File: src/rtl/end_cycle_count_pkg.sv
// Shared types and constants for the approximate-region cycle measurement.
// Used by the region-end FSM and its statistics block.
package end_cycle_count_pkg;

    typedef enum logic {
        REGION_IDLE,
        REGION_ACTIVE
    } region_state_t;

    localparam int unsigned APPROX_REGION_TIMEOUT = 4096;
    localparam int unsigned APPROX_STAT_WIDTH     = 16;
    localparam int unsigned REGION_COUNTER_WIDTH  = 32;

    typedef struct packed {
        logic [REGION_COUNTER_WIDTH-1:0] elapsed;
        logic                            over_budget;
        logic                            valid;
    } region_stat_t;

endpackage

File: src/rtl/end_cycle_count_stats.sv
// Region statistics: saturating count of completed regions and the
// largest elapsed value seen since reset.
module end_cycle_count_stats #(
    parameter int unsigned COUNTER_WIDTH = 32,
    parameter int unsigned STAT_WIDTH    = 16
) (
    input  logic                     clk,
    input  logic                     rst,
    input  logic                     done,
    input  logic [COUNTER_WIDTH-1:0] d,
    output logic [STAT_WIDTH-1:0]    region_count,
    output logic [COUNTER_WIDTH-1:0] max_elapsed
);

    always_ff @(posedge clk) begin
        if (rst) begin
            region_count <= '0;
            max_elapsed  <= '0;
        end else if (done) begin
            if (region_count != '1) begin
                region_count <= region_count + 1'b1;
            end
            if (d > max_elapsed) begin
                max_elapsed <= d;
            end
        end
    end

endmodule

File: src/rtl/end_cycle_count.sv
// Region-end detection: tracks an open approximate region, measures its
// length at commit, flags budget overruns and abandons stale regions.
module end_cycle_count
    import end_cycle_count_pkg::*;
#(
    parameter int unsigned COUNTER_WIDTH = 32,
    parameter int unsigned COMMIT_WIDTH  = 2,
    parameter int unsigned TIMEOUT       = APPROX_REGION_TIMEOUT,
    parameter int unsigned STAT_WIDTH    = APPROX_STAT_WIDTH
) (
    input  logic                     clk,
    input  logic                     rst,
    input  logic                     begin_valid,
    input  logic [COUNTER_WIDTH-1:0] begin_cycle,
    input  logic [COUNTER_WIDTH-1:0] cycle_counter,
    input  logic [COMMIT_WIDTH-1:0]  commit_end,
    input  logic                     flush,
    input  logic [COUNTER_WIDTH-1:0] budget,
    output logic                     region_active,
    output logic [COUNTER_WIDTH-1:0] elapsed,
    output logic                     elapsed_valid,
    output logic                     over_budget,
    output logic                     timeout,
    output logic [STAT_WIDTH-1:0]    region_count,
    output logic [COUNTER_WIDTH-1:0] max_elapsed
);

    region_state_t            state;
    logic [COUNTER_WIDTH-1:0] start;
    logic [COUNTER_WIDTH-1:0] d;
    logic                     any_end;
    logic                     timed_out;
    logic                     done;

    // Modulo subtraction makes a wrapped cycle counter measure correctly.
    assign d         = cycle_counter - start;
    assign any_end   = |commit_end;
    assign timed_out = (TIMEOUT != 0) && (d >= COUNTER_WIDTH'(TIMEOUT));
    assign done      = (state == REGION_ACTIVE) && !flush && any_end;

    assign region_active = (state == REGION_ACTIVE);

    always_ff @(posedge clk) begin
        if (rst) begin
            state         <= REGION_IDLE;
            start         <= '0;
            elapsed       <= '0;
            over_budget   <= '0;
            elapsed_valid <= 1'b0;
            timeout       <= 1'b0;
        end else begin
            elapsed_valid <= 1'b0;
            timeout       <= 1'b0;
            case (state)
                REGION_IDLE: begin
                    if (begin_valid) begin
                        start <= begin_cycle;
                        state <= REGION_ACTIVE;
                    end
                end
                REGION_ACTIVE: begin
                    if (flush) begin
                        state <= REGION_IDLE;
                    end else if (any_end) begin
                        elapsed       <= d;
                        over_budget   <= (budget != '0) && (d > budget);
                        elapsed_valid <= 1'b1;
                        // A new begin in the end cycle opens the next region directly.
                        if (begin_valid) begin
                            start <= begin_cycle;
                        end else begin
                            state <= REGION_IDLE;
                        end
                    end else if (timed_out) begin
                        timeout <= 1'b1;
                        state   <= REGION_IDLE;
                    end
                end
                default: state <= REGION_IDLE;
            endcase
        end
    end

    end_cycle_count_stats #(
        .COUNTER_WIDTH(COUNTER_WIDTH),
        .STAT_WIDTH   (STAT_WIDTH)
    ) u_stats (
        .clk         (clk),
        .rst         (rst),
        .done        (done),
        .d           (d),
        .region_count(region_count),
        .max_elapsed (max_elapsed)
    );

endmodule

File: config.mk
export PLATFORM = sky130hd
export DESIGN_NAME = end_cycle_count
export DESIGN_NICKNAME = d
export VERILOG_FILES = /design/src/rtl/end_cycle_count_pkg.sv /design/src/rtl/end_cycle_count_stats.sv /design/src/rtl/end_cycle_count.sv
export SDC_FILE = /design/constraint.sdc
export NUM_CORES = 1
export LEC_CHECK = 0
export ABC_CLOCK_PERIOD_IN_PS = 10900
export BUFFER_PORTS_ARGS = -buffer_cell sky130_fd_sc_hd__buf_4
export CORE_MARGIN = 2
export CORE_UTILIZATION = 50
export CTS_BUF_LIST = sky130_fd_sc_hd__clkbuf_16
export CTS_CLUSTER_DIAMETER = 150
export CTS_CLUSTER_SIZE = 40
export DETAILED_ROUTE_END_ITERATION = 8
export HOLD_SLACK_MARGIN = 0.1
export PLACE_DENSITY = 0.75
export SLEW_MARGIN = 5
export SYNTH_ARGS = -nofsm -noshare
export SYNTH_HDL_FRONTEND = slang
export SYNTH_SLANG_ARGS = --single-unit
File: constraint.sdc
create_clock -name clk -period 10.9 [get_ports clk]
set_input_delay 2.18 -clock clk [delete_from_list [all_inputs] [get_ports clk]]
set_output_delay 2.18 -clock clk [all_outputs]
set_load 0.05 [all_outputs]
======== After elaboration in Yosys (flattened, before gate mapping) ========
Index checks and enable logic that the tools add are counted.
word-level totals
  register bits after elaboration ......... 116
  bits in latches ......................... 0
  bits in writable memories ............... 0
  bits in read-only memories .............. 0
  input bits .............................. 102
  memories kept ........................... 0
cells by class
  $add $sub $neg .......................... 2
  $mul .................................... 0
  divide/modulo/power cells ............... 0
  magnitude comparators ................... 3
  equal/unequal tests ..................... 3
  shift-type cells ........................ 0
  mux-type cells .......................... 11
  bitwise logic cells ..................... 2
  reductions and logical operators ........ 12
operators by type and width
  cell                                                    number
  two-way mux 32 bit                                      3
  > comparator 32 bit                                     2
  one-hot mux 32 bit (2 select lines)                     1
  >= comparator 32 x 13 -> 1 bit (second input constant)  1
  nonzero test 32 bit                                     1
  subtractor 32 bit                                       1
  adder 16 x 1 -> 16 bit (second input constant)          1
  != test 16 bit (second input constant)                  1
  two-way mux 1 bit                                       6
  AND reduction 2 bit                                     3
  OR reduction 5 bit                                      1
  logical AND 1 bit                                       3
  AND reduction 3 bit                                     1
  OR reduction 3 bit                                      1
  != test 2 x 1 -> 1 bit (second input constant)          1
  != test 2 bit (second input constant)                   1
  inverter 1 bit                                          2
  one-hot mux 1 bit (2 select lines)                      1
  OR reduction 2 bit                                      1
  logical NOT 1 bit                                       1

======== Depth between registers and ports, before layout ========
Gate-level depths: netlist of the first run.
  depth in word-level cells ............... 6
  gate-level depth with buffers ........... 23
  mapped depth without buffers ............ 20

======== Cells and area by module ========
A second synthesis of the first run with hierarchy kept.
unflattened totals
  cell total of the unflattened synthesis .. 1095
  area, all modules ....................... 8419.3 µm²
modules (own cells, without submodules)
  module                 instances  cells an instance  area each (µm²)  seq. area each (µm²)
  end_cycle_count        1          763                5464.0           1361.3
  end_cycle_count_stats  1          332                2955.3           960.9

======== Worst setup path after synthesis of the first run ========
OpenSTA, ideal clock, no wires.
  path type ............................... input to register
  start ................................... input cycle_counter[9]
  end ..................................... register u_stats.max_elapsed[1]
  data arrival time ....................... 6303 ps
  data required time ...................... 10784 ps
  setup slack ............................. 4481 ps
  stages on the path ...................... 20
  cell sequence ........................... ha_1 -> buf_2 -> nand2_1 -> a2111oi_0 -> o211a_1 -> nor3_1 -> o21a_1 -> o311ai_0 -> ha_1 -> a21o_1 -> a21o_1 -> a21o_1 -> a21o_1 -> a211oi_1 -> o21bai_1 -> a41o_1 -> o21a_1 -> buf_2 -> buf_2 -> o211a_1
on the way
  word-level cells in the longest chain between the ends .. 3
ends and longest elaborated chain
  element                               line                         source
  start, declared                       end_cycle_count.sv:15        input logic [COUNTER_WIDTH-1:0] cycle_counter,
  subtractor 32 bit                     end_cycle_count.sv:36        assign d = cycle_counter - start;
  net d[25]                             end_cycle_count.sv:30        logic [COUNTER_WIDTH-1:0] d;
  > comparator 32 bit                   end_cycle_count_stats.sv:23  if (d > max_elapsed) begin
  AND reduction 2 bit (no source line)  n/a
  end signal, assigned                  end_cycle_count_stats.sv:18  max_elapsed <= '0;
  end signal, assigned                  end_cycle_count_stats.sv:24  max_elapsed <= d;
  end, declared                         end_cycle_count_stats.sv:12  output logic [COUNTER_WIDTH-1:0] max_elapsed
The timed path passes the listed nets, and every way through them passes these cells.
A chain may end at the register's enable or synchronous reset.

======== Final worst setup path of the first run ========
  start ................................... input cycle_counter[8]
  end ..................................... register u_stats.max_elapsed[17]
Same word-level chain as after synthesis.

==> results of run 1 <==
worst paths after layout:
path	from	endpoint	slack, ns
setup / recovery	cycle_counter[8]	u_stats.max_elapsed[17]	3.91
hold / removal	start[4]	start[4]	0.45
setup reg to reg	start[8]	u_stats.max_elapsed[17]	5.44
hold reg to reg	start[4]	start[4]	0.45
cells in the mapped netlist, types with 5 or more instances:
master and number:
and3_1 7, o2111ai_1 9, o31ai_1 6, nor3_1 17, nor4_1 12, nand4_1 23, nand2_1 199, inv_1 110
o211ai_1 12, or4_1 6, or3_1 6, o211a_1 6, mux2i_1 23, dfxtp_1 116, o21a_1 11, a21o_1 25
ha_1 92, nand3b_1 5, clkbuf_1 36, buf_4 5, a211oi_1 13, o21ai_0 32, xnor2_1 21, nor2b_1 11
xor2_1 17, nor2_1 58, a21oi_1 97, nand2b_1 13, nand3_1 17, o21bai_1 6
metal layers:
layer | vias up | GRT usage, % | share of wire [%]
li1 | 4110 | - | -
met1 | 3761 | 36.4 | 47
met2 | 241 | 42.3 | 45
met3 | 32 | 4.94 | 6.1
met4 | 0 | 7.95 | 1.7
met5 | - | 0 | 0
flip-flops by register name, summed over array words and instances, names as in the netlist:
| register | cells |
|---|---|
| elapsed | 32 |
| start | 32 |
| u_stats.max_elapsed | 32 |
| u_stats.region_count | 16 |
| elapsed_valid | 1 |
| over_budget | 1 |
| region_active | 1 |
| timeout | 1 |
stage by stage:
stage	total power (uW)	setup slack, ns	hold slack [ns]
2_1_floorplan	805	4.48	0.436
3_3_place_gp	947	3.72	0.443
3_5_place_dp	955	3.63	0.447
4_1_cts	1500	4.05	0.455
5_1_grt	1580	3.59	0.468
6_report	1500	3.91	0.454
critical path: stages:
cell     delay (ns)
buf_4          0.11
ha_1           0.36
a21oi_1        0.46
o21ai_0        0.17
a22o_1         0.25
or4_1          0.58
a41o_1         0.26
a21oi_1        0.16
xnor2_1        0.22
ha_1           0.38
nand4_1        0.08
nor2_1         0.15
o21ai_0        0.11
a21oi_1        0.72
o21a_1         0.26
buf_4          0.43
mux2_2         0.39
logic make-up (layout without fill, tap and decap cells):
kind of cell | count (synthesis) | in the layout | share of synthesized area [%]
adders and majority gates | 94 | 94 | 14.3
buffers and inverters | 162 | 336 | 7.75
and+or+nand+nor | 387 | 387 | 21.7
xor gates and xnor gates | 39 | 39 | 4.36
muxes | 25 | 25 | 3.06
DFF | 116 | 116 | 28.1
AOI/OAI and AO/OA | 259 | 259 | 20.8
layout make-up:
type	instances	share of cell area, %
multi-input cells	804	51.3
clock inverters	15	1.44
repair buffers	193	14.0
well taps	220	2.66
flip-flops and latches	116	22.5
clock buffers	17	4.11
inverters	111	4.03
power by group:
group | total (uW) | switching, uW | internal [uW]
Clock | 548 | 229 | 319
Combinational | 502 | 307 | 195
Sequential | 454 | 11.9 | 442
==> impl_metrics.env, run 1 <==
export IMPL_first_global_vias=7554
export IMPL_numCtsBuffers=17
export IMPL_num_vias=8144
export IMPL_fin_util_pct=63.3
export IMPL_worstRegToRegCells=17
export IMPL_num_io_pins=186
export IMPL_synth_area_leader_cell="dfxtp_1"
export IMPL_cts_root_buf="clkbuf_16"
export IMPL_portBuffers=185
export IMPL_clock_sinks=116
export IMPL_layout_commonest_cell="nand2_1"
export IMPL_die_h_um=133
export IMPL_drv_cap=0
export IMPL_tightest_slew_ns=1.16
export IMPL_dpl_hpwl_um=17600
export IMPL_synthesis_area_um2=8270
export IMPL_dieArea_um2=17600
export IMPL_rows=47
export IMPL_n_antenna_cell=0
export IMPL_async_flop_share_pct=0
export IMPL_synth_ff_type="dfxtp_1"
export IMPL_start_util_pct=50.6
export IMPL_placed_cell_area_um2=9770
export IMPL_routabilityCongestion=0.918
export IMPL_core_um2=16300
export IMPL_crit_fanout=31
export IMPL_yosysWarnings=0
export IMPL_multi_input_area_um2=5310
export IMPL_arrival_ns=7.29
export IMPL_slew_violations=0
export IMPL_drt_iter0_markers=516
export IMPL_whs_path_depth=2
export IMPL_powerDensity_nw_per_um2=145
export IMPL_hold_viol=0
export IMPL_clk_latency_ns=0.42
export IMPL_postSynthAreaPerCell_um2=7.64
export IMPL_syn_nets=1277
export IMPL_period_needed_ns=6.99
export IMPL_most_common_layout_cells="nand2_1, buf_4, dfxtp_1"
export IMPL_post_route_cell_area_um2=10300
export IMPL_hold_class="reg -> reg"
export IMPL_seq_area_um2=2320
export IMPL_drc=0
export IMPL_synthTopCellsByArea="dfxtp_1, ha_1, nand2_1"
export IMPL_critPathLaunchType="input pin"
export IMPL_grt_pass1_wl_um=38000
export IMPL_vias_per_cell=5.52
export IMPL_seq_area_frac_synth_pct=28.1
export IMPL_rsz0062_at_grt="no"
export IMPL_firstDrtPassIters=7
export IMPL_synthDistinctLibCells=76
export IMPL_htreeDepth=4
export IMPL_postCtsSetupBuffers=0
export IMPL_drive_above_1_share_pct=19.1
export IMPL_ir_drop_mv=0.123
export IMPL_yosys_area_top_type_share_pct=28.1
export IMPL_setup_worst_path_class="in -> reg"
export IMPL_cts_tree="yes"
export IMPL_fin_skew_ns=0.00840
export IMPL_ant_nets=0
export IMPL_crit_path_end_kind="register"
export IMPL_area_growth_pct=25.1
export IMPL_cts_resized_gates=0
export IMPL_fillers=1517
export IMPL_required_ns=11.21
export IMPL_layout_nets=1438
export IMPL_place_inst=1444
export IMPL_leakage_uw=0.00451
export IMPL_path_clk_slew_ns=0.06
export IMPL_fin_tns_setup_ns=0
export IMPL_setup_viol=0
export IMPL_track_usage_pct=26.5
export IMPL_wl_um=23300
export IMPL_synthCells=1082
export IMPL_antenna_found_initial=0
export IMPL_fmax_mhz=143
export IMPL_avgRoutedWirePerCell_um=15.8
export IMPL_grt_ovfl_total=0
export IMPL_die_width_um=133
export IMPL_clockBufferDepth=2
export IMPL_post_route_period_util_pct=64.1
export IMPL_grt_max_degree=93
export IMPL_synth_seq_cells=116
export IMPL_hold_buffers=0
export IMPL_status="complete, no violations"
export IMPL_stdcell_count=1476
export IMPL_relSlewSlack_pct=22.2
export IMPL_synth_edff_count=0
Power figures use the tool's default switching activity.
==> inputs of run 2 (changes only) <==
--- a/config.mk
+++ b/config.mk
@@ -5,7 +5,7 @@
 export SDC_FILE = /design/constraint.sdc
 export NUM_CORES = 1
 export LEC_CHECK = 0
-export ABC_CLOCK_PERIOD_IN_PS = 10900
+export ABC_CLOCK_PERIOD_IN_PS = 7000
 export BUFFER_PORTS_ARGS = -buffer_cell sky130_fd_sc_hd__buf_4
 export CORE_MARGIN = 2
 export CORE_UTILIZATION = 50
==> constraint.sdc (replaced) <==
create_clock -name clk -period 7 [get_ports clk]
set_input_delay 1.4 -clock clk [delete_from_list [all_inputs] [get_ports clk]]
set_output_delay 1.4 -clock clk [all_outputs]
set_load 0.05 [all_outputs]
==> run 2 against run 1 <==
Against the previous run: critical path depth is 2 higher; sequential share of layout area is 0.31 points lower; clock skew grew 0.00069 ns; critical path type unchanged; largest power group unchanged.
==> impl_metrics.env, run 2 (same netlist as run 1, synthesis figures left out) <==
export IMPL_status="complete, no violations"
export IMPL_whs_path_depth=2
export IMPL_powerDensity_nw_per_um2=232
export IMPL_slowest_stage="o311ai_0"
export IMPL_layout_nets=1451
export IMPL_slew_violations=0
export IMPL_r2r_slack_ns=1.75
export IMPL_clock_sinks=116
export IMPL_crit_path_end_kind="register"
export IMPL_dpl_hpwl_um=17900
export IMPL_clockPowerShare_pct=37.7
export IMPL_start_util_pct=50.6
export IMPL_leakage_uw=0.00460
export IMPL_drive_above_1_share_pct=19.9
export IMPL_most_common_layout_cells="buf_4, nand2_1, dfxtp_1"
export IMPL_avgRoutedWirePerCell_um=15.7
export IMPL_grt_max_degree=93
export IMPL_postCtsSetupBuffers=0
export IMPL_n_antenna_cell=0
export IMPL_first_global_vias=7754
export IMPL_num_io_pins=186
export IMPL_routabilityCongestion=0.902
export IMPL_min_from="start[25]"
export IMPL_hold_viol=0
export IMPL_regToRegEndpoint="u_stats.max_elapsed[17]"
export IMPL_clk_latency_ns=0.42
export IMPL_cp_cell_sequence="buf_4 > ha_1 > nand2_1 > a2111oi_0 > o211a_1 > nor3_1 > o21a_1 > o311ai_0 > ha_1 > a21o_1 > a21o_1 > a21o_1 > a21o_1 > a211oi_1 > o21bai_1 > a41o_1 > o21a_1 > buf_4 > mux2_2"
export IMPL_seqPwrFrac_pct=29.1
export IMPL_switching_power_uw=853
export IMPL_hold_class="reg -> reg"
export IMPL_drc=0
export IMPL_reg_top3="elapsed: 32 flops, start: 32 flops, u_stats.max_elapsed: 32 flops"
export IMPL_rows=47
export IMPL_min_to="start[25]"
export IMPL_p_int_uw=1580
export IMPL_portBuffers=185
export IMPL_layout_commonest_cell="buf_4"
export IMPL_dieArea_um2=17600
export IMPL_cts_root_buf="clkbuf_16"
export IMPL_track_usage_pct=26.6
export IMPL_required_ns=7.30
export IMPL_htreeDepth=4
export IMPL_numCtsBuffers=17
export IMPL_cts_tree="yes"
export IMPL_wl_um=23400
export IMPL_rsz0062_at_grt="no"
export IMPL_grt_pass1_wl_um=38200
export IMPL_hold_buffers=0
export IMPL_antenna_found_initial=0
export IMPL_ant_nets=0
export IMPL_post_route_period_util_pct=85.4
export IMPL_clockBufferDepth=2
export IMPL_critPathLaunchType="input pin"
export IMPL_tightest_slew_ns=1.11
export IMPL_timing_rr_start="start[10]"
export IMPL_setup_viol=0
export IMPL_drv_cap=0
export IMPL_cts_resized_gates=0
export IMPL_relSlewSlack_pct=25.8
export IMPL_num_vias=8265
export IMPL_firstDrtPassIters=5
export IMPL_grt_ovfl_total=0
export IMPL_fmax_mhz=167
export IMPL_vias_per_cell=5.55
export IMPL_arrival_ns=6.28
export IMPL_fin_tns_setup_ns=0
export IMPL_drt_iter0_markers=435
export IMPL_power_total_uw=2430
export IMPL_area_growth_pct=26.9
export IMPL_period_needed_ns=5.97
export IMPL_ir_drop_mv=0.171
export IMPL_path_clk_slew_ns=0.06
export IMPL_slowest_delay_ns=0.56
export IMPL_worstRegToRegCells=19
export IMPL_p_comb_share_pct=33.2
export IMPL_fin_skew_ns=0.00909
export IMPL_cp_common_cell="a21o_1"
export IMPL_crit_fanout=16
export IMPL_core_um2=16300
export IMPL_die_width_um=133
export IMPL_p_sw_share_pct=35.0
export IMPL_setup_worst_path_class="in -> reg"
export IMPL_die_h_um=133
## run 2: changes by cell type in the layout (fill, tap and decap cells not counted)
| cell | delta |
|---|---|
| buf_4 | +13 |
| clkinvlp_4 | -3 |
| bufinv_16 | +2 |
| clkinv_4 | +1 |
## run 2: area by class of cell
type / count / area, um^2
Inverter: 111 / 417
Clock inverter: 15 / 195
Fill cell: 1491 / 5860
Clock buffer: 17 / 425
Tap cell: 220 / 275
Timing Repair Buffer: 206 / 1550
Multi-Input combinational cell: 804 / 5310
Sequential cell: 116 / 2320
## run 2: power groups by stage
stage / Clock (uW) / Combinational, uW / Sequential (uW)
6_report: 919 / 808 / 707
5_1_grt: 957 / 893 / 710
4_1_cts: 929 / 800 / 707
3_3_place_gp: 0 / 783 / 721
3_5_place_dp: 0 / 794 / 722
2_1_floorplan: 0 / 479 / 776
## run 2: worst max path at each step
stage,to,start,cells after the start,slack [ns]
detailed placement,u_stats.max_elapsed[17],cycle_counter[10],19,0.74
floorplan,u_stats.max_elapsed[1],cycle_counter[9],20,1.36
global placement,u_stats.max_elapsed[17],cycle_counter[11],21,0.81
global route,u_stats.max_elapsed[17],cycle_counter[10],19,0.76
finish,u_stats.max_elapsed[17],cycle_counter[10],19,1.03
CTS,u_stats.max_elapsed[17],cycle_counter[10],19,1.13
## run 2: critical path: cells and delay by family
kind | cells | cell delay (ns)
multiplexers | 1 | 0.29
AO/OA/AOI/OAI | 12 | 3.12
AND/OR/NAND/NOR | 2 | 0.30
adder cells (fa/ha/maj) | 2 | 0.83
buffers and inverters | 2 | 0.33
## run 2: stage by stage
stage	instances	worst slack, ns	hold slack (ns)	cell area, um^2	utilization, %
after floorplan	1082	1.36	0.436	8270	-
after global placement	1457	0.811	0.442	9870	60.4
after detailed placement	1457	0.735	0.447	9870	60.4
after CTS	1489	1.13	0.455	10500	64.2
after global routing	1489	0.760	0.472	10500	64.2
final	1489	1.03	0.453	10500	64.2
## run 2: metal layers
metal / track usage, % / wire [um]
met1: 36.0 / 10900
met2: 43.4 / 10700
met3: 5.36 / 1470
met4: 6.93 / 359
met5: 0 / 0
